$ cat src/rtl/lsu_pkg.sv
// Shared types and constants for the load/store controller.
// States, RV32 load/store funct3 encodings and byte-enable width.
package lsu_pkg;

  typedef enum logic [1:0] {
    S_IDLE,
    S_ACCESS,
    S_DONE
  } lsu_state_e;

  localparam logic [2:0] F3_B  = 3'b000;
  localparam logic [2:0] F3_H  = 3'b001;
  localparam logic [2:0] F3_W  = 3'b010;
  localparam logic [2:0] F3_BU = 3'b100;
  localparam logic [2:0] F3_HU = 3'b101;

  localparam int BE_W = 4;

endpackage

$ cat src/rtl/lsu_align.sv
// Lane logic: byte enables, store lane shift, load extract/extend.
// Purely combinational; misalignment is deliberately not detected.
module lsu_align
  import lsu_pkg::*;
(
  input  logic [2:0]      i_st_f3,
  input  logic [1:0]      i_st_lo,
  input  logic [31:0]     i_wdata,
  input  logic [2:0]      i_ld_f3,
  input  logic [1:0]      i_ld_lo,
  input  logic [31:0]     i_raw,
  output logic [BE_W-1:0] o_be,
  output logic [31:0]     o_wdata,
  output logic [31:0]     o_rdata
);

  logic [1:0]  w_sz;
  logic [7:0]  w_b;
  logic [15:0] w_h;

  assign w_sz = i_st_f3[1:0];

  always_comb begin
    o_be    = '0;
    o_wdata = '0;
    unique case (1'b1)
      (w_sz == F3_B[1:0]): begin
        o_be    = 4'b0001 << i_st_lo;
        o_wdata = {24'b0, i_wdata[7:0]} << {i_st_lo, 3'b000};
      end
      (w_sz == F3_H[1:0]): begin
        o_be    = 4'b0011 << {i_st_lo[1], 1'b0};
        o_wdata = {16'b0, i_wdata[15:0]} << {i_st_lo[1], 4'b0000};
      end
      default: begin
        o_be    = 4'b1111;
        o_wdata = i_wdata;
      end
    endcase
  end

  always_comb begin
    w_b = i_raw[{i_ld_lo, 3'b000} +: 8];
    w_h = i_ld_lo[1] ? i_raw[31:16] : i_raw[15:0];
  end

  always_comb begin
    o_rdata = i_raw;
    unique case (1'b1)
      (i_ld_f3 == F3_B):  o_rdata = {{24{w_b[7]}}, w_b};
      (i_ld_f3 == F3_BU): o_rdata = {24'b0, w_b};
      (i_ld_f3 == F3_H):  o_rdata = {{16{w_h[15]}}, w_h};
      (i_ld_f3 == F3_HU): o_rdata = {16'b0, w_h};
      default:            o_rdata = i_raw;
    endcase
  end

endmodule

$ cat src/rtl/lsu_ctrl.sv
// MW-stage load/store sequencer: one req/ack bus transaction per op.
// Define LSU_TIMEOUT_EN to add the ACCESS timeout and bus_err pulse.
module lsu_ctrl
  import lsu_pkg::*;
#(
  parameter int ADDR_W  = 32,
  parameter int DATA_W  = 32,
  parameter int TIMEOUT = 255
) (
  input  logic              clk,
  input  logic              rst,
  input  logic              mem_read,
  input  logic              mem_write,
  input  logic [2:0]        funct3,
  input  logic [ADDR_W-1:0] addr,
  input  logic [DATA_W-1:0] wdata,
  output logic              bus_req,
  output logic              bus_we,
  output logic [ADDR_W-1:0] bus_addr,
  output logic [BE_W-1:0]   bus_be,
  output logic [DATA_W-1:0] bus_wdata,
  input  logic              bus_ack,
  input  logic [DATA_W-1:0] bus_rdata,
  output logic [DATA_W-1:0] rdata,
  output logic              loaded,
  output logic              stall,
  output logic              bus_err
);

  lsu_state_e r_state;
  lsu_state_e w_next;

  logic              r_req;
  logic              r_we;
  logic [ADDR_W-1:0] r_addr;
  logic [BE_W-1:0]   r_be;
  logic [DATA_W-1:0] r_wdata;
  logic [2:0]        r_f3;
  logic [1:0]        r_lo;
  logic [DATA_W-1:0] r_rdata;

  logic              w_op;
  logic              w_tmo;
  logic              w_limit;
  logic [BE_W-1:0]   w_be;
  logic [DATA_W-1:0] w_wsh;
  logic [DATA_W-1:0] w_ext;

  assign w_op = mem_read | mem_write;

  lsu_align u_align (
    .i_st_f3 (funct3),
    .i_st_lo (addr[1:0]),
    .i_wdata (wdata),
    .i_ld_f3 (r_f3),
    .i_ld_lo (r_lo),
    .i_raw   (bus_rdata),
    .o_be    (w_be),
    .o_wdata (w_wsh),
    .o_rdata (w_ext)
  );

  always_comb begin
    w_next = r_state;
    stall  = 1'b0;
    w_tmo  = 1'b0;
    unique case (r_state)
      S_IDLE: begin
        stall = w_op;
        if (w_op) w_next = S_ACCESS;
      end
      S_ACCESS: begin
        stall = 1'b1;
        if (bus_ack) begin
          w_next = S_DONE;
        end else if (w_limit) begin
          w_next = S_DONE;
          w_tmo  = 1'b1;
        end
      end
      S_DONE:  w_next = S_IDLE;
      default: w_next = S_IDLE;
    endcase
  end

  always_ff @(posedge clk or posedge rst) begin
    if (rst) begin
      r_state <= S_IDLE;
      r_req   <= 1'b0;
      r_we    <= 1'b0;
      r_addr  <= '0;
      r_be    <= '0;
      r_wdata <= '0;
      r_f3    <= '0;
      r_lo    <= '0;
      r_rdata <= '0;
    end else begin
      r_state <= w_next;
      r_req   <= (w_next == S_ACCESS);
      if (r_state == S_IDLE && w_op) begin
        r_we    <= mem_write;
        r_addr  <= {addr[ADDR_W-1:2], 2'b00};
        r_be    <= w_be;
        r_wdata <= w_wsh;
        r_f3    <= funct3;
        r_lo    <= addr[1:0];
      end
      if (r_state == S_ACCESS && w_next == S_DONE) begin
        r_rdata <= w_tmo ? '0 : w_ext;
      end
    end
  end

`ifdef LSU_TIMEOUT_EN
  localparam int CNT_W =
    ($clog2(TIMEOUT + 1) > 8) ? $clog2(TIMEOUT + 1) : 8;

  logic [CNT_W-1:0] r_cnt;
  logic             r_err;

  assign w_limit = (r_cnt == CNT_W'(TIMEOUT - 1));

  always_ff @(posedge clk or posedge rst) begin
    if (rst) begin
      r_cnt <= '0;
      r_err <= 1'b0;
    end else begin
      r_err <= w_tmo;
      if (r_state != S_ACCESS) begin
        r_cnt <= '0;
      end else if (!bus_ack) begin
        r_cnt <= r_cnt + 1'b1;
      end
    end
  end

  assign bus_err = r_err;
`else
  assign w_limit = 1'b0;
  assign bus_err = 1'b0;
`endif

  assign bus_req   = r_req;
  assign bus_we    = r_we;
  assign bus_addr  = r_addr;
  assign bus_be    = r_be;
  assign bus_wdata = r_wdata;
  assign rdata     = r_rdata;
  assign loaded    = (r_state == S_DONE) & ~r_we;

endmodule
$ cat config.mk
export PLATFORM = sky130hd
export DESIGN_NAME = lsu_ctrl
export DESIGN_NICKNAME = d
export VERILOG_FILES = /design/src/rtl/lsu_pkg.sv /design/src/rtl/lsu_align.sv /design/src/rtl/lsu_ctrl.sv
export SDC_FILE = /design/constraint.sdc
export NUM_CORES = 1
export LEC_CHECK = 0
export BUFFER_PORTS_ARGS = -buffer_cell sky130_fd_sc_hd__buf_2
export CAP_MARGIN = 5
export CORE_MARGIN = 2
export CORE_UTILIZATION = 48
export DETAILED_ROUTE_END_ITERATION = 6
export PLACE_DENSITY = 0.8
export SETUP_SLACK_MARGIN = 0.02
export SYNTH_ARGS = -nofsm -noshare
export SYNTH_HDL_FRONTEND = slang
export SYNTH_SLANG_ARGS = --single-unit
$ cat constraint.sdc
create_clock -name clk -period 3.8 [get_ports clk]
set_input_delay 0.57 -clock clk [delete_from_list [all_inputs] [get_ports clk]]
set_output_delay 0.57 -clock clk [all_outputs]
set_load 0.05 [all_outputs]
# After elaboration in Yosys (flattened, before gate mapping)
# Index checks and enable logic that the tools add are counted.
[op_classes]
add_sub_neg = 0
mul = 0
div = 0
order_cmp = 0
n_eq_ne = 8
shifts = 5
n_mux = 8
bitwise_logic = 3
reduce_logical = 5
[op_table]
columns = ["op", "n"]
rows = [
  ["$pmux W32 S4", 1],
  ["$pmux W32 S2", 1],
  ["$shiftx A32 B6 Y8", 1],
  ["$shl A16 B5 Y32", 1],
  ["$shl A8 B5 Y32", 1],
  ["$mux W16", 1],
  ["$pmux W4 S2", 1],
  ["$eq A2 B1 Y1 const B", 3],
  ["$eq A3 B3 Y1 const B", 2],
  ["$eq A2 B2 Y1 const B", 2],
  ["$logic_not A2 Y1", 2],
  ["$mux W2", 2],
  ["$pmux W2 S2", 1],
  ["$shl A1 B2 Y4 const A", 1],
  ["$shl A2 B2 Y4 const A", 1],
  ["$eq A3 B1 Y1 const B", 1],
  ["$logic_not A3 Y1", 1],
  ["$logic_and A1 B1 Y1", 2],
  ["$pmux W1 S2", 1],
  ["$and A1 B1 Y1", 1],
  ["$not A1 Y1", 1],
  ["$or A1 B1 Y1", 1],
]
[word_totals]
reg_bits = 107
latchBits = 0
ram_bits = 0
romBits = 0
inputBits = 104
out_inout_bits = 105
mem_count = 0

# Logic depth before layout (Yosys ltp)
# Gate-level depths: netlist of run 1.
[logic_depth]
depth_word = 5
mapped_depth = 6

# Hierarchy
# Synthesis of run 1 repeated with hierarchy kept, for this count alone.
[hier_totals]
cells_unflattened = 429
area_unflattened_um2 = 5522.8
[by_module_without_submodules]
columns = ["mod", "instances", "cells_per_inst", "area_per_inst_um2"]
rows = [
  ["lsu_ctrl", 1, 237, 4330.4],
  ["lsu_align", 1, 192, 1192.4],
]

# Worst setup path before layout of run 1
# Ideal clock, no wire load.
[synth_timing]
kind = "register -> output"
from = "register r_we (netlist: bus_we)"
to = "output loaded"
arrival_ns = 1.784
t_required_ns = 3.230
setup_slack_ns = 1.446
stages_incl_launch_ff = 2
path_buffers = 0
cell_sequence = "dfrtp_1 > nor3b_1"
[synth_via]
elab_chain_cells = 2
[synth_lines]
columns = ["element", "line", "rtl"]
rows = [
  ["start, declared", "lsu_ctrl.sv:34", "logic r_we;"],
  ["start signal, assigned", "lsu_ctrl.sv:101", "r_we <= mem_write;"],
  ["$not A1 Y1", "lsu_ctrl.sv:149", "assign loaded = (r_state == S_DONE) & ~r_we;"],
  ["$and A1 B1 Y1", "lsu_ctrl.sv:149", ""],
  ["end, declared", "lsu_ctrl.sv:25", "output logic loaded,"],
]
# No other way between the ends.

# Worst setup path after layout of run 1
[layout_timing]
from = "register r_lo[1]"
to = "register r_rdata[20] (netlist: rdata[20])"
[layout_via]
elab_chain_cells = 2
word_cells_on_any_way = 3
cone_classes = "shift: 1; mux: 2"
[layout_lines]
columns = ["element", "line", "rtl"]
rows = [
  ["start, declared", "lsu_ctrl.sv:39", "logic [1:0] r_lo;"],
  ["start signal, assigned", "lsu_ctrl.sv:106", "r_lo <= addr[1:0];"],
  ["$shiftx A32 B6 Y8 or $mux W16 (tied branches)", "lsu_align.sv:43, lsu_align.sv:44", ""],
  ["$pmux W32 S4 (*)", "lsu_align.sv:49", "unique case (1'b1)"],
  ["end signal, assigned", "lsu_ctrl.sv:109", "r_rdata <= w_tmo ? '0 : w_ext;"],
  ["end, declared", "lsu_ctrl.sv:40", "logic [DATA_W-1:0] r_rdata;"],
]
# Mark *: on every way between the ends. The rest lies on a longest branch, timed or not.
# A chain may end at the register's enable or synchronous reset.

==> results of run 1 <==
## metal layers
metal	track usage	wire (um)	up-vias
met5	0	0	-
met4	0.09429	304	0
met3	0.03681	888	26
met2	0.3901	6552	197
met1	0.3236	5676	2154
li1	-	-	2175
## path summary, 6_finish.rpt
path                                end  slack, ns  depth (start not counted)
max                           rdata[20]       1.44                          4
min                         bus_addr[3]       0.33                          2
max reg2reg                   rdata[20]       1.44                          4
min reg2reg                bus_addr[23]       0.48                          2
max in group asynchronous  bus_addr[16]       2.60                          3
min in group clk           bus_addr[19]       0.39                          3
## power by group
part / switching, mW / internal (mW)
combinational: 2.88 / 0.880
sequential: 0.391 / 1.68
clock: 0.391 / 0.302
## cell usage in the layout (no fill, tap or decap), types with 3 or more instances in the layout
cell and n:
nand2_1 142, clkbuf_8 9, nor3_1 3, a22o_1 8, o21ai_0 32, inv_1 3, nor2_1 63, nand3_1 8
a32oi_1 8, dfrtp_1 107, clkinvlp_4 3, conb_1 3, a21oi_1 36, nand2b_1 13, buf_4 5, a2111oi_0 5
nand3b_1 15, mux2i_1 6, buf_2 205, a221oi_1 16
## flip-flops by register name, summed over array words and instances, names as in the netlist
signal and count:
r_lo 2, bus_be 4, bus_addr 30, r_f3 3, bus_wdata 32, rdata 32, bus_we 1, r_state 2
bus_req 1
## final cells by class
type / instances / area (sq um) / share of cell area
clock inverters: 6 / 66.31 / 0.01081
well taps: 133 / 166.4 / 0.02714
repair buffers: 210 / 1064 / 0.1734
multi-input cells: 385 / 2013 / 0.3283
flip-flops and latches: 107 / 2678 / 0.4366
inverters: 5 / 21.27 / 0.003469
clock buffers: 9 / 123.9 / 0.02020
## critical path, cell delays in order (launching register included)
cell     delay, ns
dfrtp_1       0.94
mux2i_2       0.39
mux2i_1       0.15
a21oi_2       0.58
a21oi_1       0.15
## logic make-up after synthesis
family	after synthesis
other	1
muxes	10
buffers and inverters	46
DFF	107
AOI/OAI and AO/OA	116
and+or+nand+nor	256
## per-stage QoR
stage	total power [mW]	area, sq um	instances	hold slack [ns]
after floorplan	4.989	4908	538	0.5206
after global placement	5.766	5942	840	0.4544
after detailed placement	5.869	5942	840	0.4578
after CTS	6.564	6132	855	0.3681
after global routing	6.895	6132	855	0.3757
final	6.529	6132	855	0.3329
==> out/metrics.yaml, run 1 <==
final_util: 0.6216
cts_resized: 0
synth-main-ff-cell: "dfrtp_1"
fin_ws_ns: 1.442
clock_latency_ns: 0.37
first_pass_iters: 5
grt_antenna_before_repair: 0
wl_um: 13420
p_leak_nw: 3.065
synth_commonest_cells: "142 x nand2_1, 107 x dfrtp_1, 63 x nor2_1, 36 x a21oi_1, 33 x o21ai_0"
rsz0062_at_grt: "no"
n_antenna_cell: 0
drive_above_1_share: 0.3324
synth_top_family_by_area: "simple AND/OR/NAND/NOR gates"
slew_violations: 0
end_kind: "flip-flop"
status: "finished clean"
synthArstFlopShare: 1.000
routed-via-count: 4552
netlist.area_leader.share: 0.5463
clkSinkCount: 107
synth_warnings: 0
syn-cell-area_sq_mm: 0.004901
rows: 36
htree_levels: 3
startpoint: "r_lo[1]"
synth_fa_ha_area_frac: 0
ant_nets: 0
cp_data_arrival_time_ns: 2.58
synth.distinct_cells: 43
synth.area.mux_share: 0.02247
wl_per_cell_um: 15.70
ys_ff_latch: 107
grt_pass1_vias: 4335
fin_nets: 822
fin_crit_sh: 0.6205
cts_tree: "built"
yosys.area.top_type: "dfrtp_1"
core-area_sq_mm: 0.009864
die_height_um: 105.0
dieWidth_um: 105.0
r2r-start: "r_lo[1]"
vdd_ir_drop_max_mv: 0.6734
setup_viol: 0
clk_pin_slew_ns: 0.10
hold_class: "primary input to async pin"
synth_edf_count: 0
worstSetupStartpointType: "flip-flop"
drc: 0
grt_overflow: 0
cap_violations: 0
setup_tns_ns: 0
synth_cells: 536
area_growth_pct: 25.12
fmax_mhz: 424.1
ctsHoldBuffers: 0
cts.path.max_buffers: 2
seq_area_frac_synth: 0.5463
criticalPathCategory: "flip-flop to flip-flop"
crit_fanout: 24
period_minus_slack_ns: 2.358
yosys-top-cells-area: "dfrtp_1 55%, nand2_1 11%, nor2_1 4.8%"
yosysMostFrequentCell: "nand2_1"
dp_hpwl_um: 9739
grt_usage: 0.2398
clock-root-buffer: "clkbuf_8"
relSlewSlack: 0.4047
clock_skew_ns: 0.01092
die_area_sq_mm: 0.01103
drtIter0Drc: 223
required_ns: 4.02
synth_simple_gate_area_frac: 0.2318
finalHoldViolCount: 0
p_per_area_mw_per_mm2: 1065
grt_max_degree: 92
cts_buffers: 9
synth_compound_area_frac: 0.1516
start_util: 0.4968
port_buffers: 205
place_congestion: 0.8675
post-cts-setup-buffers: 0
avgViaCountPerCell: 5.324
pre_cts_slack_ns: 1.466
tightest_slew_ns: 0.8930
nFillCells: 864
synth_xor_area_frac: 0
io_pins: 209
grt_pass1_wl_um: 21230
avgSynthCellArea_sq_um: 9.144
Power figures use the tool's default switching activity.
==> run 2, diff against run 1 <==
==> constraint.sdc (replaced) <==
create_clock -name clk -period 2.38 [get_ports clk]
set_input_delay 0.357 -clock clk [delete_from_list [all_inputs] [get_ports clk]]
set_output_delay 0.357 -clock clk [all_outputs]
set_load 0.05 [all_outputs]
==> run 2 against run 1 <==
- cell area up 0.98%
- routed wire length up 1.4%
- non-clock buffer count up 7
- register-to-register slack worse by 1.2 ns
- clock skew down 0.00084 ns
- clock-buffer cell count unchanged
- sequential power up 56%
- sequential share of layout area down 0.42 points
- largest cell class unchanged
==> out/metrics.yaml, run 2 (same netlist as run 1, synthesis figures left out) <==
fin_nets: 829  # +0.85%
cts_resized: 0  # unchanged
rsz0062_at_grt: "no"
cp_cell_sequence: "nand3b_1, clkinv_1, nand3b_1, o21ai_0, a21oi_1"
io_pins: 209  # unchanged
grt_usage: 0.2471  # +0.007352
setup_viol: 0  # unchanged
drive_above_1_share: 0.3397  # +0.007316
clock-root-buffer: "clkbuf_8"
period_minus_slack_ns: 2.112  # -0.2458 ns
cap_violations: 0  # unchanged
cts_buffers: 9  # unchanged
required_ns: 2.67  # -1.35 ns
layout_commonest_cell: "buf_2"
n_antenna_cell: 0  # unchanged
wl_um: 13610  # +1.4%
cts.path.max_buffers: 2  # unchanged
clk_pin_slew_ns: 0.10  # about the same
routed-via-count: 4710  # +3.5%
cp_common_cell: "nand3b_1"
status: "finished clean"
grt_overflow: 0  # unchanged
grt_max_degree: 108  # +17%
p_leak_nw: 3.096  # +1.0%
start_util: 0.4968  # unchanged
ant_nets: 0  # unchanged
first_pass_iters: 5  # unchanged
cp_data_arrival_time_ns: 2.41  # -0.17 ns
dp_hpwl_um: 9810  # +0.74%
hold_class: "primary input to async pin"
place_congestion: 0.8324  # -4.0%
r2r-start: "r_state[0]"
startpoint: "r_state[0]"
grt_pass1_vias: 4425  # +2.1%
die_height_um: 105.0  # unchanged
criticalPathCategory: "flip-flop to flip-flop"
final_util: 0.6277  # +0.006088
fin_crit_sh: 0.8875  # +0.2670
drc: 0  # unchanged
nFillCells: 888  # +2.8%
fmax_mhz: 473.4  # +12%
p_per_area_mw_per_mm2: 1693  # +59%
end_kind: "flip-flop"
drtIter0Drc: 227  # +1.8%
die_area_sq_mm: 0.01103  # unchanged
r2r.worst_path.cells: 5  # +1
port_buffers: 205  # unchanged
final_cell_mix: "205 x buf_2, 142 x nand2_1, 107 x dfrtp_1, 63 x nor2_1, 36 x a21oi_1"
clkSinkCount: 107  # unchanged
critPathSlowestCell: "clkinv_1"
cts_tree: "built"
relSlewSlack: 0.3715  # -0.03316
wl_per_cell_um: 15.77  # +0.48%
rows: 36  # unchanged
clock_skew_ns: 0.01008  # -0.0008374 ns
worstSetupStartpointType: "flip-flop"
grt_pass1_wl_um: 22110  # +4.1%
crit_fanout: 38  # +58%
htree_levels: 3  # unchanged
slew_violations: 0  # unchanged
dieWidth_um: 105.0  # unchanged
ctsHoldBuffers: 0  # unchanged
tightest_slew_ns: 0.9369  # +0.04395 ns
setup_tns_ns: 0  # unchanged
core-area_sq_mm: 0.009864  # unchanged
slowest_delay_ns: 0.74  # -0.20 ns
post-cts-setup-buffers: 0  # unchanged
clock_latency_ns: 0.37  # about the same
finalHoldViolCount: 0  # unchanged
vdd_ir_drop_max_mv: 0.8647  # +28%
area_growth_pct: 26.35
avgViaCountPerCell: 5.458  # +2.5%
grt_antenna_before_repair: 0  # unchanged
[run 2: layout make-up]
| class | instances | area, sq um | area share |
|---|---|---|---|
| Sequential cell | 107 | 2678 | 0.4324 |
| Multi-Input combinational cell | 385 | 2013 | 0.3251 |
| Timing Repair Buffer | 217 | 1129 | 0.1823 |
| Tap cell | 133 | 166.4 | 0.02687 |
| Clock buffer | 9 | 123.9 | 0.02000 |
| Clock inverter | 7 | 60.06 | 0.009699 |
| Inverter | 5 | 22.52 | 0.003637 |
[run 2: worst paths after layout]
kind,end,slack [ns]
min in group clk,bus_addr[30],0.16
setup / recovery,rdata[10],0.27
max in group asynchronous,rdata[13],1.83
hold / removal,bus_addr[23],0.13
setup reg to reg,rdata[10],0.27
hold reg to reg,bus_addr[20],0.48
[run 2: per-stage QoR]
stage / cells / hold slack [ns] / worst slack (ns) / total power, mW / instance area [sq um]
after global routing: 863 / 0.1554 / 0.09175 / 11.09 / 6192
after CTS: 863 / 0.1514 / 0.3115 / 10.52 / 6192
final: 863 / 0.1296 / 0.2677 / 10.48 / 6192
after detailed placement: 847 / 0.4578 / 0.2803 / 9.451 / 6008
after floorplan: 538 / 0.4624 / 0.2388 / 7.966 / 4912
after global placement: 847 / 0.4529 / 0.3939 / 9.308 / 6008
[run 2: routing by layer]
layer | share of wire | wire, um | vias up | track usage
li1 | - | - | 2198 | -
met1 | 0.41 | 5633 | 2252 | 0.3410
met2 | 0.49 | 6714 | 241 | 0.4012
met3 | 0.078 | 1062 | 19 | 0.03618
met4 | 0.015 | 202 | 0 | 0.08190
met5 | 0 | 0 | - | 0
[run 2: worst max-delay path: cells and delay by family (launching register included)]
family / cells / cell delay [ns]
DFF: 1 / 0.43
AOI/OAI and AO/OA: 2 / 0.37
and+or+nand+nor: 2 / 0.50
buffers and inverters: 1 / 0.74
[run 2: power by group]
part	internal [mW]	leakage, nW	switching, mW
Combinational	1.48	1.73	4.72
Sequential	2.69	1.28	0.538
Clock	0.397	0.0844	0.664
Total	4.56	3.10	5.92
